==> src/rtl/decoder_pkg.sv <==
// Shared definitions for the digit scan controller: FSM encoding, default
// parameter values and the counter-width helper.
package decoder_pkg;

    typedef enum logic [1:0] {
        IDLE  = 2'd0,
        SHOW  = 2'd1,
        BLANK = 2'd2
    } scan_state_e;

    localparam int DEF_WORD_LENGTH  = 5;
    localparam int DEF_DIGITS       = 4;
    localparam int DEF_DWELL        = 1000;
    localparam int DEF_BLANK_CYCLES = 2;

    // Bits needed to count 0..n-1, never less than one bit.
    function automatic int cnt_width(input int n);
        return (n > 1) ? $clog2(n) : 1;
    endfunction

endpackage

==> src/rtl/decoder_scan_controller_scan_timer.sv <==
// Phase timer: counts while run_i is high and flags the cycle in which the
// count reaches tc_i, then restarts from zero.
module scan_timer #(
    parameter int W = 1
) (
    input  logic         clk,
    input  logic         reset,
    input  logic         run_i,
    input  logic [W-1:0] tc_i,
    output logic         done_o
);

    logic [W-1:0] cnt_q, cnt_d;

    assign done_o = run_i && (cnt_q == tc_i);

    // Any cycle without run_i or ending a phase leaves the next phase at zero.
    always_comb begin
        cnt_d = '0;
        if (run_i && !done_o) begin
            cnt_d = cnt_q + 1'b1;
        end
    end

    always_ff @(posedge clk or posedge reset) begin
        if (reset) begin
            cnt_q <= '0;
        end else begin
            cnt_q <= cnt_d;
        end
    end

endmodule

==> src/rtl/decoder_scan_controller.sv <==
// Time-multiplexed digit scanner with a double-buffered code store; new codes
// reach the display only at a frame boundary (or while idle).
module decoder_scan_controller
    import decoder_pkg::*;
#(
    parameter int WORD_LENGTH  = DEF_WORD_LENGTH,
    parameter int DIGITS       = DEF_DIGITS,
    parameter int DWELL        = DEF_DWELL,
    parameter int BLANK_CYCLES = DEF_BLANK_CYCLES
) (
    input  logic                          clk,
    input  logic                          reset,
    input  logic                          Enable,
    input  logic                          Load,
    input  logic [DIGITS*WORD_LENGTH-1:0] Data_Input,
    output logic                          Load_Ack,
    output logic [WORD_LENGTH-1:0]        Dec_Data,
    output logic [DIGITS-1:0]             Digit_Enable,
    output logic                          Frame_Done
);

    localparam int DATA_W = DIGITS * WORD_LENGTH;
    localparam int IDX_W  = cnt_width(DIGITS);
    localparam int TMR_W  = cnt_width((DWELL > BLANK_CYCLES) ? DWELL : BLANK_CYCLES);

    localparam logic [TMR_W-1:0] DWELL_TC = TMR_W'(DWELL - 1);
    localparam logic [TMR_W-1:0] BLANK_TC = TMR_W'((BLANK_CYCLES > 0) ? BLANK_CYCLES - 1 : 0);
    localparam logic [IDX_W-1:0] LAST_IDX = IDX_W'(DIGITS - 1);
    localparam logic [DIGITS-1:0] ONE_HOT0 = {{(DIGITS-1){1'b0}}, 1'b1};

    scan_state_e        state_q, state_d;
    logic [IDX_W-1:0]   idx_q, idx_d;
    logic [DATA_W-1:0]  shadow_q, shadow_d;
    logic [DATA_W-1:0]  active_q, active_d;
    logic               pending_q, pending_d;
    logic [WORD_LENGTH-1:0] dec_q, dec_d;
    logic [DIGITS-1:0]  digen_q, digen_d;
    logic               ack_q;
    logic               frame_q, frame_d;

    logic               step;
    logic               copy;
    logic               tmr_run;
    logic               tmr_done;
    logic [TMR_W-1:0]   tmr_tc;

    assign tmr_run = Enable && (state_q != IDLE);
    assign tmr_tc  = (state_q == BLANK) ? BLANK_TC : DWELL_TC;

    scan_timer #(
        .W (TMR_W)
    ) u_timer (
        .clk    (clk),
        .reset  (reset),
        .run_i  (tmr_run),
        .tc_i   (tmr_tc),
        .done_o (tmr_done)
    );

    always_comb begin
        state_d   = state_q;
        idx_d     = idx_q;
        shadow_d  = shadow_q;
        active_d  = active_q;
        pending_d = pending_q;
        frame_d   = 1'b0;
        step      = 1'b0;
        copy      = 1'b0;

        case (state_q)
            IDLE: begin
                copy = pending_q;
                if (Enable) begin
                    state_d = SHOW;
                    idx_d   = '0;
                end
            end
            SHOW: begin
                if (!Enable) begin
                    state_d = IDLE;
                    idx_d   = '0;
                end else if (tmr_done) begin
                    if (BLANK_CYCLES > 0) begin
                        state_d = BLANK;
                    end else begin
                        step = 1'b1;
                    end
                end
            end
            BLANK: begin
                if (!Enable) begin
                    state_d = IDLE;
                    idx_d   = '0;
                end else if (tmr_done) begin
                    step = 1'b1;
                end
            end
            default: begin
                state_d = IDLE;
                idx_d   = '0;
            end
        endcase

        // Advancing past the last digit closes the frame: the only point
        // (besides idle) where pending codes may replace the displayed ones.
        if (step) begin
            state_d = SHOW;
            if (idx_q == LAST_IDX) begin
                idx_d   = '0;
                frame_d = 1'b1;
                copy    = pending_q;
            end else begin
                idx_d = idx_q + 1'b1;
            end
        end

        // A capture on the copy edge re-arms pending with the newer value.
        if (copy) begin
            active_d  = shadow_q;
            pending_d = 1'b0;
        end
        if (Load) begin
            shadow_d  = Data_Input;
            pending_d = 1'b1;
        end

        dec_d   = '0;
        digen_d = '0;
        if (state_d != IDLE) begin
            dec_d = active_d[idx_d*WORD_LENGTH +: WORD_LENGTH];
        end
        if (state_d == SHOW) begin
            digen_d = ONE_HOT0 << idx_d;
        end
    end

    always_ff @(posedge clk or posedge reset) begin
        if (reset) begin
            state_q   <= IDLE;
            idx_q     <= '0;
            shadow_q  <= '0;
            active_q  <= '0;
            pending_q <= 1'b0;
            dec_q     <= '0;
            digen_q   <= '0;
            ack_q     <= 1'b0;
            frame_q   <= 1'b0;
        end else begin
            state_q   <= state_d;
            idx_q     <= idx_d;
            shadow_q  <= shadow_d;
            active_q  <= active_d;
            pending_q <= pending_d;
            dec_q     <= dec_d;
            digen_q   <= digen_d;
            ack_q     <= Load;
            frame_q   <= frame_d;
        end
    end

    assign Load_Ack     = ack_q;
    assign Dec_Data     = dec_q;
    assign Digit_Enable = digen_q;
    assign Frame_Done   = frame_q;

endmodule

==> config.mk <==
export PLATFORM = sky130hd
export DESIGN_NAME = decoder_scan_controller
export DESIGN_NICKNAME = d
export VERILOG_FILES = /design/src/rtl/decoder_pkg.sv /design/src/rtl/decoder_scan_controller_scan_timer.sv /design/src/rtl/decoder_scan_controller.sv
export SDC_FILE = /design/constraint.sdc
export NUM_CORES = 1
export LEC_CHECK = 0
export CORE_UTILIZATION = 40
export CTS_CLUSTER_SIZE = 28
export DETAILED_ROUTE_END_ITERATION = 10
export PLACE_DENSITY = 0.66
export SLEW_MARGIN = 30
export SYNTH_ARGS = -nofsm -noshare
export SYNTH_HDL_FRONTEND = slang
export SYNTH_SLANG_ARGS = --single-unit
==> constraint.sdc <==
create_clock -name clk -period 2.1 [get_ports clk]
set_input_delay 0.42 -clock clk [delete_from_list [all_inputs] [get_ports clk]]
set_output_delay 0.42 -clock clk [all_outputs]
set_load 0.05 [all_outputs]
==> results of run 1 <==
-- final timing paths --
kind                       depth (start not counted)  slack [ns]        start                to
max                                                9       -0.04   state_q[0]       Dec_Data[4]
min reg2reg                                        1        0.51  active_q[4]       active_q[4]
min                                                3        0.51        reset  u_timer.cnt_q[3]
max reg2reg                                        9       -0.04   state_q[0]       Dec_Data[4]
max in group asynchronous                          3        1.24        reset      shadow_q[13]
min in group clk                                   1        0.51  active_q[4]       active_q[4]
-- logic make-up after synthesis --
kind of cell / Yosys count
multiplexers: 45
buffers and inverters: 16
adder cells (fa/ha/maj): 6
AO/OA/AOI/OAI: 18
XOR/XNOR: 8
AND/OR/NAND/NOR: 59
flip-flops: 66
-- cell usage after synthesis (2+ instances only) --
| cell type | count | share of area [%] |
|---|---|---|
| mux4_2 | 2 | 1.5 |
| xor2_1 | 5 | 1.5 |
| buf_6 | 2 | 0.77 |
| clkbuf_1 | 3 | 0.39 |
| mux2i_1 | 2 | 0.69 |
| nor3_1 | 7 | 1.2 |
| mux2_2 | 32 | 12 |
| inv_2 | 2 | 0.26 |
| o22ai_1 | 8 | 1.7 |
| nand4_1 | 2 | 0.43 |
| ha_1 | 6 | 2.6 |
| and3_1 | 2 | 0.43 |
| nand3_1 | 5 | 0.86 |
| nor2_1 | 20 | 2.6 |
| a21oi_1 | 2 | 0.34 |
| buf_2 | 2 | 0.34 |
| mux2_4 | 7 | 3.6 |
| nand2_1 | 9 | 1.2 |
| nor3b_1 | 2 | 0.52 |
| dfrtp_1 | 66 | 57 |
| xnor2_1 | 3 | 0.90 |
| inv_1 | 7 | 0.90 |
| nor2b_1 | 2 | 0.43 |
-- layout make-up --
cell class                      instances  area [um^2]
Timing Repair Buffer                   74          678
Fill cell                             585         2850
Clock inverter                          6         90.1
Inverter                                9         33.8
Clock buffer                           10          128
Tap cell                               96          120
Multi-Input combinational cell        136         1350
Sequential cell                        66         1650
-- routing by layer --
| layer | part of all wire [%] | global-route usage, % |
|---|---|---|
| met5 | 0 | 0 |
| met4 | 0.96 | 4.92 |
| met3 | 4.0 | 5.40 |
| met2 | 51 | 28.9 |
| met1 | 44 | 21.4 |
-- power by group --
group          internal (mW)  leakage (nW)  switching, mW
Clock                  0.673         0.107          0.502
Sequential              1.58         0.817          0.126
Combinational          0.902         0.829          0.827
Total                   3.15          1.75           1.45
-- what timing repair did --
action,CTS,global route
cloned,0,1
hold buffers,0,0
pin swaps,6,11
buffers inserted,0,3
endpoints found under the setup margin,4,9
resized for setup,5,26
-- sequential cells by signal (all words and copies together), names as in the netlist --
signal	flops
Digit_Enable	4
u_timer.cnt_q	10
active_q	20
idx_q	2
pending_q	1
Dec_Data	5
Load_Ack	1
state_q	2
shadow_q	20
Frame_Done	1
-- tightest hold or removal path, cell delays in order --
cell and delay, ns:
clkdlybuf4s50_1 0.44, inv_2 0.07, buf_4 0.34
==> reports/metrics.csv, run 1 <==
stage,metric,value,unit
grt,Overflow after GRT,0,
timing,"Worst Setup Slack, final",-0.0372,ns
pwr,peak supply drop,0.770,mV
timing,Final Slew Violations,0,
place,pre-CTS setup slack,-0.329,ns
cells_and_area,P&R area growth vs syn,39.4,%
critical_path,crit path buf inv count,2,
run,MaxCap Viol Count,0,
clocking,CTS max path bufs,2,
critical_path,arrival time worst endpoint,2.37,ns
logic_synthesis,Synth Instances,218,
timing,Tmin final,2.14,ns
detailed_routing,DRC viols,0,
grt,gr usage total,17.2,%
detailed_routing,DR WL/cell,14.9,um
pwr,post-layout power,4.61,mW
clocking,worst-skew pair later-pin latency,0.34,ns
timing,Final Hold Fails,0,
die,Core Region,6910,um^2
critical_path,critical path's top delay family,simple AND/OR/NAND/NOR gates,
pwr,pwr/cell area,1140,nW/um^2
min_path,Hold WC Path Type,primary input to asynchronous set/reset pin,
die,Row Count,30,
detailed_routing,Via density,4.94,
clocking,TritonCTS buffer count,9,
logic_synthesis,Post-Synth Simple-Gate Area,11.5,%
clocking,CTS tree,built,
cells_and_area,ratio of cells with drive above 1 in the final layout,44.5,%
cells_and_area,Nets,326,
die,Initial Util,42.1,%
timing,final worst-path cycle share,102,%
logic_synthesis,#FFs+latches synth,66,
status,failing checks,negative setup slack,
die,die area,7610,um^2
logic_synthesis,Avg Inst Size Synth,13.3,um^2
cells_and_area,"commonest non-fill, non-tap cell in the layout",dfrtp_1,
logic_synthesis,multiplexer share of the synthesized area,19.4,%
logic_synthesis,register area share after synthesis,56.8,%
timing,Final Setup Violations,5,
logic_synthesis,largest family of logic cells by synthesized area,multiplexers,
logic_synthesis,Synth Area in Adders,2.58,%
timing,TNS Setup,-0.0802,ns
critical_path,CP endpoint kind,flop,
detailed_routing,1st-iter DRT viols,32,
timing,actual slew at the worst max-slew pin,0.500,ns
clocking,H-tree depth,3,
status,status,finished with violations,
die,Die X,87.2,um
logic_synthesis,Netlist cell types,43,
cells_and_area,post-route cell area,4050,um^2
grt,largest net degree at the start of global routing,37,
place,RePlAce Congestion,0.805,
critical_path,Critical-path top delay cell,dfrtp_1,
place,dpl cell area,3630,um^2
logic_synthesis,Async SR Flop Fraction,100,%
critical_path,Critical Path Start Type,flop,
die,# IOs,35,
timing,Worst Clk Skew,0.00827,ns
grt,number of global-route vias before repair,2072,
critical_path,max incr delay on CP,0.39,ns
grt,global-route wire length before repair,9870,um
place,Inst Count DP,377,
logic_synthesis,synth warn,0,
grt,initial antenna violation count,0,
critical_path,critical path peak fanout,7,
timing,RSZ-0062 raised after global routing,true,
logic_synthesis,synthesized net count,248,
place,hpwl dp,4040,um
clocking,clock sink count,66,
detailed_routing,detailed-route via count,1962,
cells_and_area,fin util,58.7,%
clocking,Root Driver,clkbuf_8,
timing,hold slack,0.506,ns
cells_and_area,most frequent cells in the layout,"dfrtp_1, buf_4, clkdlybuf4s50_1, mux2_2, nor2_1",
logic_synthesis,Synth Area in XOR/XNOR,2.41,%
cells_and_area,Non-Filler Instances,397,
timing,FMAX,468,MHz
critical_path,required time of the critical path,2.33,ns
pwr,Leak Pwr,1.75,nW
detailed_routing,drt total wl,5920,um
logic_synthesis,Post-synth EDFFs,0,
die,Die Y,87.2,um
clocking,Clock transition at path regs,0.07,ns
logic_synthesis,Netlist Area Pre-Place,2910,um^2
logic_synthesis,Synth Area in Compound Gates,4.61,%
logic_synthesis,"Top FF cell, synth",dfrtp_1,
place,number of port buffers,34,
detailed_routing,first-pass iteration count of the detailed router,4,
timing,relative slew slack,66.6,%
detailed_routing,DRT antenna net count,0,
critical_path,Crit Path Class,flop to flop,
cells_and_area,antenna cells,0,
critical_path,worst-path cell chain,inv_2 > ha_4 > nor4b_4 > nand2_2 > o2bb2a_4 > buf_12 > mux2_4 > o22ai_2 > nor3_1,
Note: power is estimated with default switching activity, not from simulation.
==> inputs of run 2 (changes only) <==
--- a/config.mk
+++ b/config.mk
@@ -9,6 +9,8 @@
 export CTS_CLUSTER_SIZE = 28
 export DETAILED_ROUTE_END_ITERATION = 10
 export PLACE_DENSITY = 0.66
+export REMOVE_ABC_BUFFERS = 1
+export SKIP_CTS_REPAIR_TIMING = 1
 export SLEW_MARGIN = 30
 export SYNTH_ARGS = -nofsm -noshare
 export SYNTH_HDL_FRONTEND = slang
==> run 2 against run 1 <==
The flow still finishes with violations (negative setup slack). Clock-buffer cell count down 1. Sequential power about the same. Sequential cell count unchanged. Hold slack worse by 0.039 ns. Via count down 1.6%. Register-to-register slack worse by 0.03 ns. Non-clock buffer count down 3. Power down 5.5%. Cell area down 3.0%.
==> reports/metrics.csv, run 2 (synthesis gave the netlist of run 1 again) <==
stage,metric,value,unit,change
critical_path,arrival time worst endpoint,2.40,ns,was 2.37 ns
cells_and_area,Non-Filler Instances,394,,was 397
critical_path,critical path's top delay family,simple AND/OR/NAND/NOR gates,,unchanged
critical_path,CP most frequent cell,buf_4,,
critical_path,Crit Path Class,flop to flop,,unchanged
clocking,H-tree depth,3,,unchanged
place,Inst Count DP,377,,unchanged
grt,global-route wire length before repair,9650,um,was 9870 um
cells_and_area,"commonest non-fill, non-tap cell in the layout",dfrtp_1,,unchanged
detailed_routing,drt total wl,5670,um,was 5920 um
detailed_routing,Via density,4.90,,was 4.94
die,Die Y,87.2,um,unchanged
die,Row Count,30,,unchanged
cells_and_area,Layout fillers,618,,was 585
clocking,Root Driver,clkbuf_8,,unchanged
critical_path,critical path depth,10,,was 9
timing,actual slew at the worst max-slew pin,0.506,ns,was 0.500 ns
run,MaxCap Viol Count,0,,unchanged
pwr,peak supply drop,0.605,mV,was 0.770 mV
detailed_routing,DR WL/cell,14.4,um,was 14.9 um
cells_and_area,most frequent cells in the layout,"dfrtp_1, clkdlybuf4s50_1, buf_4, mux2_2, nor2_1",,"was dfrtp_1, buf_4, clkdlybuf4s50_1, mux2_2, nor2_1"
die,Die X,87.2,um,unchanged
cells_and_area,antenna cells,0,,unchanged
grt,met2 usage,27.2,%,was 28.9%
timing,Final Hold Fails,0,,unchanged
die,die area,7610,um^2,unchanged
clocking,clock sink count,66,,unchanged
cells_and_area,Nets,323,,was 326
timing,TNS Setup,-0.236,ns,was -0.0802 ns
grt,routing usage on met1,21.4,%,about the same
timing,hold slack,0.467,ns,was 0.506 ns
cells_and_area,P&R area growth vs syn,35.3,%,was 39.4%
cells_and_area,fin util,56.9,%,was 58.7%
pwr,pwr/cell area,1110,nW/um^2,was 1140 nW/um^2
grt,gr usage total,17.0,%,was 17.2%
clocking,CTS tree,built,,unchanged
detailed_routing,first-pass iteration count of the detailed router,3,,was 4
critical_path,crit path buf inv count,3,,was 2
critical_path,worst reg2reg path startpoint,state_q[1],,was state_q[0]
cells_and_area,ratio of cells with drive above 1 in the final layout,40.6,%,was 44.5%
timing,FMAX,461,MHz,was 468 MHz
status,status,finished with violations,,unchanged
grt,Overflow after GRT,0,,unchanged
critical_path,required time of the critical path,2.33,ns,about the same
timing,Final Slew Violations,0,,unchanged
critical_path,Worst R2R Path Depth,10,,was 9
timing,"Worst Setup Slack, final",-0.0671,ns,was -0.0372 ns
critical_path,worst-path cell chain,ha_4 > buf_4 > nand4b_1 > or2_0 > a21oi_4 > a41oi_2 > buf_4 > a31oi_2 > buf_4 > nor2_1,,was inv_2 > ha_4 > nor4b_4 > nand2_2 > o2bb2a_4 > buf_12 > mux2_4 > o22ai_2 > nor3_1
timing,Worst Clk Skew,0.00924,ns,was 0.00827 ns
critical_path,Critical-path top delay cell,dfrtp_1,,unchanged
timing,RSZ-0062 raised after global routing,true,,unchanged
timing,Tmin final,2.17,ns,was 2.14 ns
grt,initial antenna violation count,0,,unchanged
place,RePlAce Congestion,0.870,,was 0.805
grt,gr busiest metal,met2,,unchanged
clocking,CTS max path bufs,2,,unchanged
critical_path,CP endpoint kind,flop,,unchanged
detailed_routing,DRC viols,0,,unchanged
timing,relative slew slack,66.1,%,was 66.6%
place,pre-CTS setup slack,-0.328,ns,was -0.329 ns
timing,final worst-path cycle share,103,%,was 102%
timing,Final Setup Violations,6,,was 5
grt,number of global-route vias before repair,2025,,was 2072
status,failing checks,negative setup slack,,unchanged
grt,GR Util met3,4.36,%,was 5.40%
critical_path,"reg-to-reg slack, setup",-0.07,ns,was -0.04 ns
pwr,Leak Pwr,1.75,nW,about the same
place,number of port buffers,34,,unchanged
clocking,TritonCTS buffer count,9,,unchanged
detailed_routing,1st-iter DRT viols,58,,was 32
detailed_routing,detailed-route via count,1931,,was 1962
grt,largest net degree at the start of global routing,67,,was 37
critical_path,critical path peak fanout,4,,was 7
cells_and_area,Regs by FF count,"active_q (20), shadow_q (20), u_timer.cnt_q (10)",,unchanged
critical_path,max incr delay on CP,0.43,ns,was 0.39 ns
die,Core Region,6910,um^2,unchanged
die,Initial Util,42.1,%,unchanged
min_path,Hold WC Path Type,primary input to asynchronous set/reset pin,,unchanged
place,hpwl dp,3990,um,was 4040 um
detailed_routing,DRT antenna net count,0,,unchanged
die,# IOs,35,,unchanged
clocking,worst-skew pair later-pin latency,0.35,ns,was 0.34 ns
critical_path,reg-to-reg endpoint,Digit_Enable[3],,was Dec_Data[4]
clocking,Clock transition at path regs,0.08,ns,was 0.07 ns
critical_path,Critical Path Start Type,flop,,unchanged
run 2: cell count changes in the layout (fill, tap and decap cells not counted), sizes merged:
cell	before	now
clkbuf	11	9
clkinvlp	1	0
bufinv	2	1
clkinv	2	3
buf	39	37
inv	10	12
run 2: worst min-delay path: stages:
cell and delay [ns]:
clkdlybuf4s50_1 0.41, inv_2 0.07, buf_12 0.30
run 2: layer usage:
layer	vias up	wire length, um
li1	928	-
met1	959	2570
met2	32	2790
met3	12	176
met4	0	135
met5	-	0
run 2: final cells by class:
type	instances	area, um^2	area share, %
Inverter	9	33.8	0.859
Multi-Input combinational cell	136	1270	32.3
Clock inverter	7	85.1	2.16
Clock buffer	9	124	3.15
Tap cell	96	120	3.06
Sequential cell	66	1650	42.0
Timing Repair Buffer	71	647	16.5
run 2: through the flow:
| step | cell area [um^2] | total power, mW |
|---|---|---|
| after floorplan | 2860 | 2.60 |
| after global placement | 3620 | 3.16 |
| after detailed placement | 3620 | 3.19 |
| after CTS | 3830 | 4.33 |
| after global routing | 3930 | 4.59 |
| final | 3930 | 4.35 |
run 2: power breakdown:
| group | leakage, nW | internal [mW] | switching (mW) |
|---|---|---|---|
| combinational | 0.823 | 0.808 | 0.725 |
| clock | 0.106 | 0.570 | 0.545 |
| sequential | 0.817 | 1.58 | 0.127 |
| total | 1.75 | 2.96 | 1.40 |
run 2: worst max-delay path by stage:
stage	from	endpoint
detailed placement	Enable	Dec_Data[3]
CTS	state_q[0]	Digit_Enable[3]
floorplan	state_q[0]	Dec_Data[3]
global placement	Enable	Dec_Data[3]
finish	state_q[1]	Digit_Enable[3]
global route	state_q[1]	Digit_Enable[3]
